===== config.mk =====
export PLATFORM = sky130hd
export DESIGN_NAME = mem_io_bridge_flat
export DESIGN_NICKNAME = d
export VERILOG_FILES = /design/src/rtl/mem_io_bridge_if.sv /design/src/rtl/mem_io_bridge.sv /design/src/flat_wrapper.sv
export SDC_FILE = /design/constraint.sdc
export NUM_CORES = 2
export LEC_CHECK = 0
export ABC_CLOCK_PERIOD_IN_PS = 3400
export CORE_ASPECT_RATIO = 0.8
export CORE_MARGIN = 2
export CORE_UTILIZATION = 35
export DETAILED_ROUTE_END_ITERATION = 10
export SLEW_MARGIN = 20
export SYNTH_ARGS = -nofsm -noshare
export SYNTH_HDL_FRONTEND = slang
export SYNTH_SLANG_ARGS = --single-unit

===== constraint.sdc =====
create_clock -name clk -period 3.4 [get_ports clk]
set_input_delay 0.68 -clock clk [delete_from_list [all_inputs] [get_ports clk]]
set_output_delay 0.68 -clock clk [all_outputs]
set_load 0.1 [all_outputs]

===== src/rtl/mem_io_bridge_if.sv =====
// Memory-stage bus between the core and mem_io_bridge: load/store request,
// combinational load data, LED/error outputs and the TX byte stream.
interface mem_io_bridge_if #(
    parameter int LED_W = 16
);
    logic             memwrite;
    logic [31:0]      addr;
    logic [31:0]      writedata;
    logic [31:0]      readdata;
    logic [LED_W-1:0] led;
    logic [7:0]       tx_data;
    logic             tx_valid;
    logic             tx_ready;
    logic             err;

    modport master (
        output memwrite, addr, writedata, tx_ready,
        input  readdata, led, tx_data, tx_valid, err
    );

    modport slave (
        input  memwrite, addr, writedata, tx_ready,
        output readdata, led, tx_data, tx_valid, err
    );
endinterface


===== src/rtl/mem_io_bridge.sv =====
// M-stage memory slave: word-addressed data RAM plus an I/O page holding the
// LED register, a free-running timer and a TX byte FIFO with sticky status.
module mem_io_bridge #(
    parameter int RAM_WORDS  = 64,
    parameter int FIFO_DEPTH = 8,
    parameter int LED_W      = 16
) (
    input  logic          clk,
    input  logic          reset,
    mem_io_bridge_if.slave bus
);
    localparam int AW = $clog2(RAM_WORDS);
    localparam int PW = $clog2(FIFO_DEPTH);
    localparam int CW = PW + 1;

    localparam logic [31:0] LED_ADDR   = 32'hFFFF_FF00;
    localparam logic [31:0] TIMER_ADDR = 32'hFFFF_FF04;
    localparam logic [31:0] TX_ADDR    = 32'hFFFF_FF08;
    localparam logic [31:0] CLR_ADDR   = 32'hFFFF_FF0C;

    logic [31:0]      ram [RAM_WORDS];
    logic [7:0]       fifo [FIFO_DEPTH];
    logic [LED_W-1:0] led_q;
    logic [31:0]      timer_q;
    logic [PW-1:0]    rd_ptr, wr_ptr;
    logic [CW-1:0]    count;
    logic             overflow, err_q;

    logic          ram_sel, led_sel, timer_sel, tx_sel, clr_sel, mapped;
    logic [AW-1:0] ram_idx;
    logic          fifo_full, fifo_empty, pop, push_req, push_ok, ovf_set, bad_wr, clr_wr;
    logic [31:0]   status, led_ext;

    assign ram_sel   = (bus.addr[1:0] == 2'b00) && (bus.addr[31:AW+2] == '0);
    assign ram_idx   = bus.addr[AW+1:2];
    assign led_sel   = (bus.addr == LED_ADDR);
    assign timer_sel = (bus.addr == TIMER_ADDR);
    assign tx_sel    = (bus.addr == TX_ADDR);
    assign clr_sel   = (bus.addr == CLR_ADDR);
    assign mapped    = ram_sel || led_sel || timer_sel || tx_sel || clr_sel;

    assign fifo_full  = (count == CW'(FIFO_DEPTH));
    assign fifo_empty = (count == '0);
    assign pop        = !fifo_empty && bus.tx_ready;
    assign push_req   = bus.memwrite && tx_sel;
    // A push into a full FIFO still fits when the head leaves on the same edge.
    assign push_ok    = push_req && (!fifo_full || pop);
    assign ovf_set    = push_req && fifo_full && !pop;
    assign bad_wr     = bus.memwrite && !mapped;
    assign clr_wr     = bus.memwrite && clr_sel;

    always_comb begin
        status      = '0;
        status[31]  = overflow;
        status[30]  = err_q;
        status[9]   = fifo_empty;
        status[8]   = fifo_full;
        status[7:0] = 8'(count);
        led_ext             = '0;
        led_ext[LED_W-1:0]  = led_q;
    end

    always_comb begin
        bus.readdata = '0;
        if (ram_sel)        bus.readdata = ram[ram_idx];
        else if (led_sel)   bus.readdata = led_ext;
        else if (timer_sel) bus.readdata = timer_q;
        else if (tx_sel)    bus.readdata = status;
    end

    // Storage arrays carry no reset; only their pointers and count do.
    always_ff @(posedge clk) begin
        if (bus.memwrite && ram_sel) ram[ram_idx] <= bus.writedata;
    end

    always_ff @(posedge clk) begin
        if (push_ok) fifo[wr_ptr] <= bus.writedata[7:0];
    end

    always_ff @(posedge clk or posedge reset) begin
        if (reset) begin
            led_q    <= '0;
            timer_q  <= '0;
            rd_ptr   <= '0;
            wr_ptr   <= '0;
            count    <= '0;
            overflow <= 1'b0;
            err_q    <= 1'b0;
        end else begin
            if (bus.memwrite && led_sel) led_q <= bus.writedata[LED_W-1:0];
            timer_q <= (bus.memwrite && timer_sel) ? bus.writedata : timer_q + 32'd1;
            if (push_ok) wr_ptr <= wr_ptr + 1'b1;
            if (pop)     rd_ptr <= rd_ptr + 1'b1;
            case ({push_ok, pop})
                2'b10:   count <= count + 1'b1;
                2'b01:   count <= count - 1'b1;
                default: count <= count;
            endcase
            // Set beats clear when both land on the same edge.
            overflow <= ovf_set || (overflow && !clr_wr);
            err_q    <= bad_wr  || (err_q && !clr_wr);
        end
    end

    assign bus.led      = led_q;
    assign bus.tx_data  = fifo[rd_ptr];
    assign bus.tx_valid = !fifo_empty;
    assign bus.err      = err_q;
endmodule


===== src/flat_wrapper.sv =====
// flat-port wrapper written by rule: the top's interface ports become plain ports
module mem_io_bridge_flat 
#(
    parameter int RAM_WORDS  = 64,
    parameter int FIFO_DEPTH = 8,
    parameter int LED_W      = 16
)
  (clk, reset, bus_memwrite, bus_addr, bus_writedata, bus_tx_ready, bus_readdata, bus_led, bus_tx_data, bus_tx_valid, bus_err);
  mem_io_bridge_if #(.LED_W(LED_W)) bus_i ();
  input  logic clk;
  input  logic reset;
  input wire logic [$bits(bus_i.memwrite)-1:0] bus_memwrite;
  input wire logic [$bits(bus_i.addr)-1:0] bus_addr;
  input wire logic [$bits(bus_i.writedata)-1:0] bus_writedata;
  input wire logic [$bits(bus_i.tx_ready)-1:0] bus_tx_ready;
  output wire logic [$bits(bus_i.readdata)-1:0] bus_readdata;
  output wire logic [$bits(bus_i.led)-1:0] bus_led;
  output wire logic [$bits(bus_i.tx_data)-1:0] bus_tx_data;
  output wire logic [$bits(bus_i.tx_valid)-1:0] bus_tx_valid;
  output wire logic [$bits(bus_i.err)-1:0] bus_err;
  assign bus_i.memwrite = bus_memwrite;
  assign bus_i.addr = bus_addr;
  assign bus_i.writedata = bus_writedata;
  assign bus_i.tx_ready = bus_tx_ready;
  assign bus_readdata = bus_i.readdata;
  assign bus_led = bus_i.led;
  assign bus_tx_data = bus_i.tx_data;
  assign bus_tx_valid = bus_i.tx_valid;
  assign bus_err = bus_i.err;
  mem_io_bridge #(.RAM_WORDS(RAM_WORDS), .FIFO_DEPTH(FIFO_DEPTH), .LED_W(LED_W)) u_core (.clk(clk), .reset(reset), .bus(bus_i));
endmodule

# ---- Yosys cells after proc, flatten, opt, wreduce, memory -nomap -nowiden
# Memory sizes are Yosys's and may differ from the RTL's.
# Cells that the tools add are included.
dict set report totals {
  register_bits 60
  ram_bits 2112
  inputBits 68
  n_memories 2
}
dict set report classes {
  n_addsub 5
  n_eq_ne 7
  muxes 10
  n_reduce_logical 29
}
# memory depth word_bits rd rd_clocked_by_memory_dff write_ports line
set mem_list {}
lappend mem_list {u_core.ram 64 32 1 0 1 mem_io_bridge.sv:21} ;# logic [31:0] ram [RAM_WORDS];
lappend mem_list {u_core.fifo 8 8 1 0 1 mem_io_bridge.sv:22} ;# logic [7:0] fifo [FIFO_DEPTH];
# cell n
set ops {}
lappend ops {{$mux 32} 5}
lappend ops {{$eq 32x32->1 const B} 4}
lappend ops {{$add 32x1->32 const B} 1}
lappend ops {{$logic_not 24->1} 1}
lappend ops {{$logic_and 1x1->1} 13}
lappend ops {{$pmux 4 s2} 1}
lappend ops {{$logic_or 1x1->1} 7}
lappend ops {{$add 3x1->3 const B} 2}
lappend ops {{$logic_not 1->1} 5}
lappend ops {{$add 4x1->4 const B} 1}
lappend ops {{$eq 4x4->1 const B} 1}
lappend ops {{$logic_not 4->1} 1}
lappend ops {{$mux 1} 4}
lappend ops {{$sub 4x1->4 const B} 1}
lappend ops {{$eq 2x1->1 const B} 1}
lappend ops {{$eq 2x2->1 const B} 1}
lappend ops {{$logic_not 2->1} 1}
lappend ops {{$reduce_bool 2->1} 1}

# ---- Longest topological paths before layout
dict set report logic_depth {
  depth_word 9
  ltp_mapped 14
  mapped_depth_nobuf 9
}

# ---- Worst setup path after synthesis
# OpenSTA, ideal clock, no wires.
dict set report synth_timing {
  kind {in2out}
  startpoint {input bus_addr[3]}
  endpoint {output bus_readdata[27]}
  arrival_time_ns 4.198
  slack_ns -1.478
  path_stages 8
  n_path_buf 4
  path_cell_list {buf_4 buf_2 buf_2 clkbuf_1 mux4_2 mux4_2 mux2i_1 o21ai_0}
}
dict set report synth_via {
  elab_chain_len 4
  elab_cells_between_ends 6
  cone_classes {2 x eq/ne; 3 x mux; 1 x memory}
}
# item line
set synth_lines {}
lappend synth_lines {{start, declared} flat_wrapper.sv:13} ;# input wire logic [$bits(bus_i.addr)-1:0] bus_addr;
lappend synth_lines {{parallel branches: the longest is 3 deep, another holds $mem_v2 64x32} n/a}
lappend synth_lines {{$mux 32 *} mem_io_bridge.sv:65} ;# if (ram_sel) bus.readdata = ram[ram_idx];
lappend synth_lines {{end, declared} flat_wrapper.sv:16} ;# output wire logic [$bits(bus_i.readdata)-1:0] bus_readdata;
# Mark *: on every way between the ends.

# ---- Worst setup path in the final report
dict set report layout_timing {
  startpoint {input bus_addr[7]}
  endpoint {output bus_readdata[30]}
}
dict set report layout_via {
  elab_chain_len 5
  elab_cells_between_ends 8
  cone_classes {3 x eq/ne; 4 x mux; 1 x memory}
}
# item line
set layout_lines {}
lappend layout_lines {{$eq 32x32->1} mem_io_bridge.sv:38} ;# assign tx_sel = (bus.addr == TX_ADDR);
lappend layout_lines {{$mux 32} mem_io_bridge.sv:68} ;# else if (tx_sel) bus.readdata = status;
lappend layout_lines {{$mux 32} mem_io_bridge.sv:67} ;# else if (timer_sel) bus.readdata = timer_q;
lappend layout_lines {{$mux 32} mem_io_bridge.sv:66} ;# else if (led_sel) bus.readdata = led_ext;
lappend layout_lines {{$mux 32 *} mem_io_bridge.sv:65}
# Mark *: on every way between the ends. The rest lies on a longest branch, timed or not.

==> metrics.csv <==
metric,value,unit
status,finished with violations,
dp.final_hpwl,162100,um
nets,4795,
cts_tree,built,
ff_latch_area,64920,sq um
cpMostUsedCell,a22o_1,
syn_inst,3903,
synth_fp_nets,3975,
dr.first_iter.drc_count,6677,
final_max_slew_viol_count,0,
core-area,240500,sq um
grt_pass1_wl,360700,um
ctsHoldBuffers,0,
rsz0062_at_grt,true,
cts_made_buffers,208,
hold_path_depth,1,
final_cell_mix,"edfxtp_1 (2112), mux4_2 (532), buf_4 (420)",
critPathSlowestCell,a2111oi_1,
route.detailed.drc,0,
path_class,in2out,
ioPinCount,126,
dr.pass1.iters,6,
rows,161,
post-route-util,44.06,%
crit-reg2reg-capture,u_core.timer_q[31],
grt_max_degree,75,
fin_crit_sh,119.4,%
hold_path_end,u_core.ram[25][22],
grt_use_total,20.97,%
vias,45880,
synth_ff_type,edfxtp_1,
grt_remaining_overflow,0,
cts_sinks,2172,
cts_buffer_depth,4,
yosys_warnings,0,
synthXorXnorAreaFrac,0.3932,%
final_common_cell,edfxtp_1,
path_cells,buf_2 -> nand2_1 -> buf_4 -> a2111oi_1 -> a22o_1 -> a2111o_1 -> a22o_1 -> buf_12,
hp-class,in2reg,
worst_setup_path_end_kind,output port,
crit_fanout,6,
worst_pin_slew,1.032,ns
viasPerCell,5.688,
multi_input_area,20070,sq um
r2r_start,u_core.timer_q[13],
first_global_vias,44650,
clk_pin_slew_worst_paths,0.06,ns
clock-root-buffer,clkbuf_16,
period_needed,4.061,ns
final_cells,8066,
place.gp.congestion,0.8618,
drv_cap,0,
power.density,524.3,nW/um^2
irDropWorstVdd,0.4281,mV
synth_top_family_by_area,multiplexers,
skew,0.01789,ns
cp.arrival,3.38,ns
critPathRequiredTime,2.72,ns
clk_latency,0.87,ns
die-area,245800,sq um
violations,setup timing,
power_leakage,34.38,nW
yosysUniqueCellTypes,67,
slew_headroom,31.17,%
synthMuxAreaShare,16.43,%
yosys.area_share.simple,2.501,%
grt_antenna_before_repair,17,
dp.cells,7579,
synthAdderAreaFrac,0.05913,%
nFillCells,20380,
routedWlPerCell,32.65,um
htreeDepth,4,
path_delay_family,compound AO/OA/AOI/OAI gates,
die_x,553.8,um
synthesis.area,84630,sq um
synth_compound_area_share,2.470,%
ys_seq_area_share,76.71,%
start_kind,primary input,
ys_ff_latch,2172,
synth_area_per_cell,21.68,sq um
fp.dieH,443.8,um
max_stage_delay,0.73,ns
start_util,35.19,%
timing.final.ws_setup,-0.6608,ns
setup_viol,32,
hp-start,bus_writedata[22],
max_clock_freq,246.3,MHz
port_buffers,125,
path_buf_inv,3,
postSynth.asyncResetShare,2.762,%
rr_worst_depth,7,
area_delta_synth_final,25.22,%
rrSetupSlack,0.34,ns
drive_gt1_share,38.39,%
ant_nets,0,
routed_wl,263300,um
hold_viol,0,
synth_edf_count,2112,
[cell usage after synthesis, drive strengths merged (12+ instances only)]
master	instances	area, sq um
a2111oi	19	166.4
a211oi	29	217.7
a21oi	95	475.5
a221oi	14	122.6
a22oi	30	225.2
a31oi	13	81.33
and2	12	75.08
buf	144	959.7
clkbuf	63	236.5
dfrtp	60	1501
edfxtp	2112	63420
mux2	58	653.1
mux2i	118	1181
mux4	535	12070
nand2	142	533.0
nand3	47	235.2
nand4	17	112.6
nor2	150	565.6
nor2b	28	175.2
o211ai	18	135.1
o21ai	32	160.2
xnor2	13	113.9
xor2	25	219.0
[state kept, by name (all words and copies together) (netlist names)]
signal           count
u_core.ram        2048
u_core.count         4
u_core.bus.err       1
u_core.bus.led      16
u_core.wr_ptr        3
u_core.overflow      1
u_core.rd_ptr        3
u_core.timer_q      32
u_core.fifo         64
[logic make-up (layout without fill, tap and decap cells)]
logic type	count (synthesis)	in the layout
other	0	7
buffers and inverters	212	1190
xor gates and xnor gates	38	38
and+or+nand+nor	459	459
muxes	711	711
DFF	2172	2172
AOI/OAI and AO/OA	307	307
adders and majority gates	4	4
[worst max-delay path by stage]
stage,cells after the start,endpoint,start,slack [ns]
after floorplan,11,bus_readdata[18],bus_addr[2],-0.80
after global placement,10,bus_readdata[14],bus_addr[2],-0.91
after detailed placement,11,bus_readdata[27],bus_addr[2],-0.82
after CTS,7,bus_readdata[31],u_core.ram[27][31],-0.69
after global routing,8,bus_readdata[0],u_core.ram[62][0],-0.73
final,8,bus_readdata[30],bus_addr[7],-0.66
[metal layers]
layer,global-route usage [%],vias to the layer above,wire [um]
met3,4.723,369,28340
met4,5.433,2,7340
met2,31.82,2647,119200
li1,-,18130,-
met5,0,-,7
met1,30.53,24730,108500
[worst reg2reg max path: cells and delay by family, from the launching register on]
kind,cells,cell delay (ns)
flops,1,0.47
xor+xnor,1,0.23
compound gates,1,0.16
simple gates,5,2.10
[power breakdown]
part / leakage [nW] / total [mW] / switching [mW] / internal, mW
Clock: 3.24 / 23.1 / 9.94 / 13.2
Sequential: 19.8 / 29.3 / 0.00000318 / 29.3
Combinational: 11.4 / 3.10 / 1.72 / 1.38
Total: 34.4 / 55.6 / 11.7 / 43.9
[area by class of cell]
class,count,share of cell area (%)
sequential,2172,61.26
clock inverter,113,1.120
timing repair buffer,817,9.744
tap,3178,3.752
multi-input combinational,1519,18.93
inverter,5,0.02952
antenna,7,0.01653
clock buffer,255,5.145
[what timing repair did]
| item | CTS | global route |
|---|---|---|
| gates cloned | 22 | 4 |
| endpoints found under the setup margin | 35 | 34 |
| resized for setup | 258 | 90 |
| setup buffers | 76 | 30 |
| pin swaps | 83 | 54 |
| endpoints found under the hold margin | 0 | 0 |
[through the flow]
step	instance area, sq um	power (mW)	TNS [ns]	hold slack (ns)	worst slack, ns
after floorplan	85200	31.27	-783.27	0.4823	-0.7977
after global placement	96450	32.56	-477.38	0.4639	-0.9106
after detailed placement	96460	32.61	-757.21	0.4641	-0.8235
after CTS	105300	55.81	-12.99	0.1994	-0.6875
after global routing	106000	57.01	-14.32	0.2210	-0.7256
final	106000	55.56	-13.02	0.2528	-0.6608
Power figures use the tool's default switching activity.
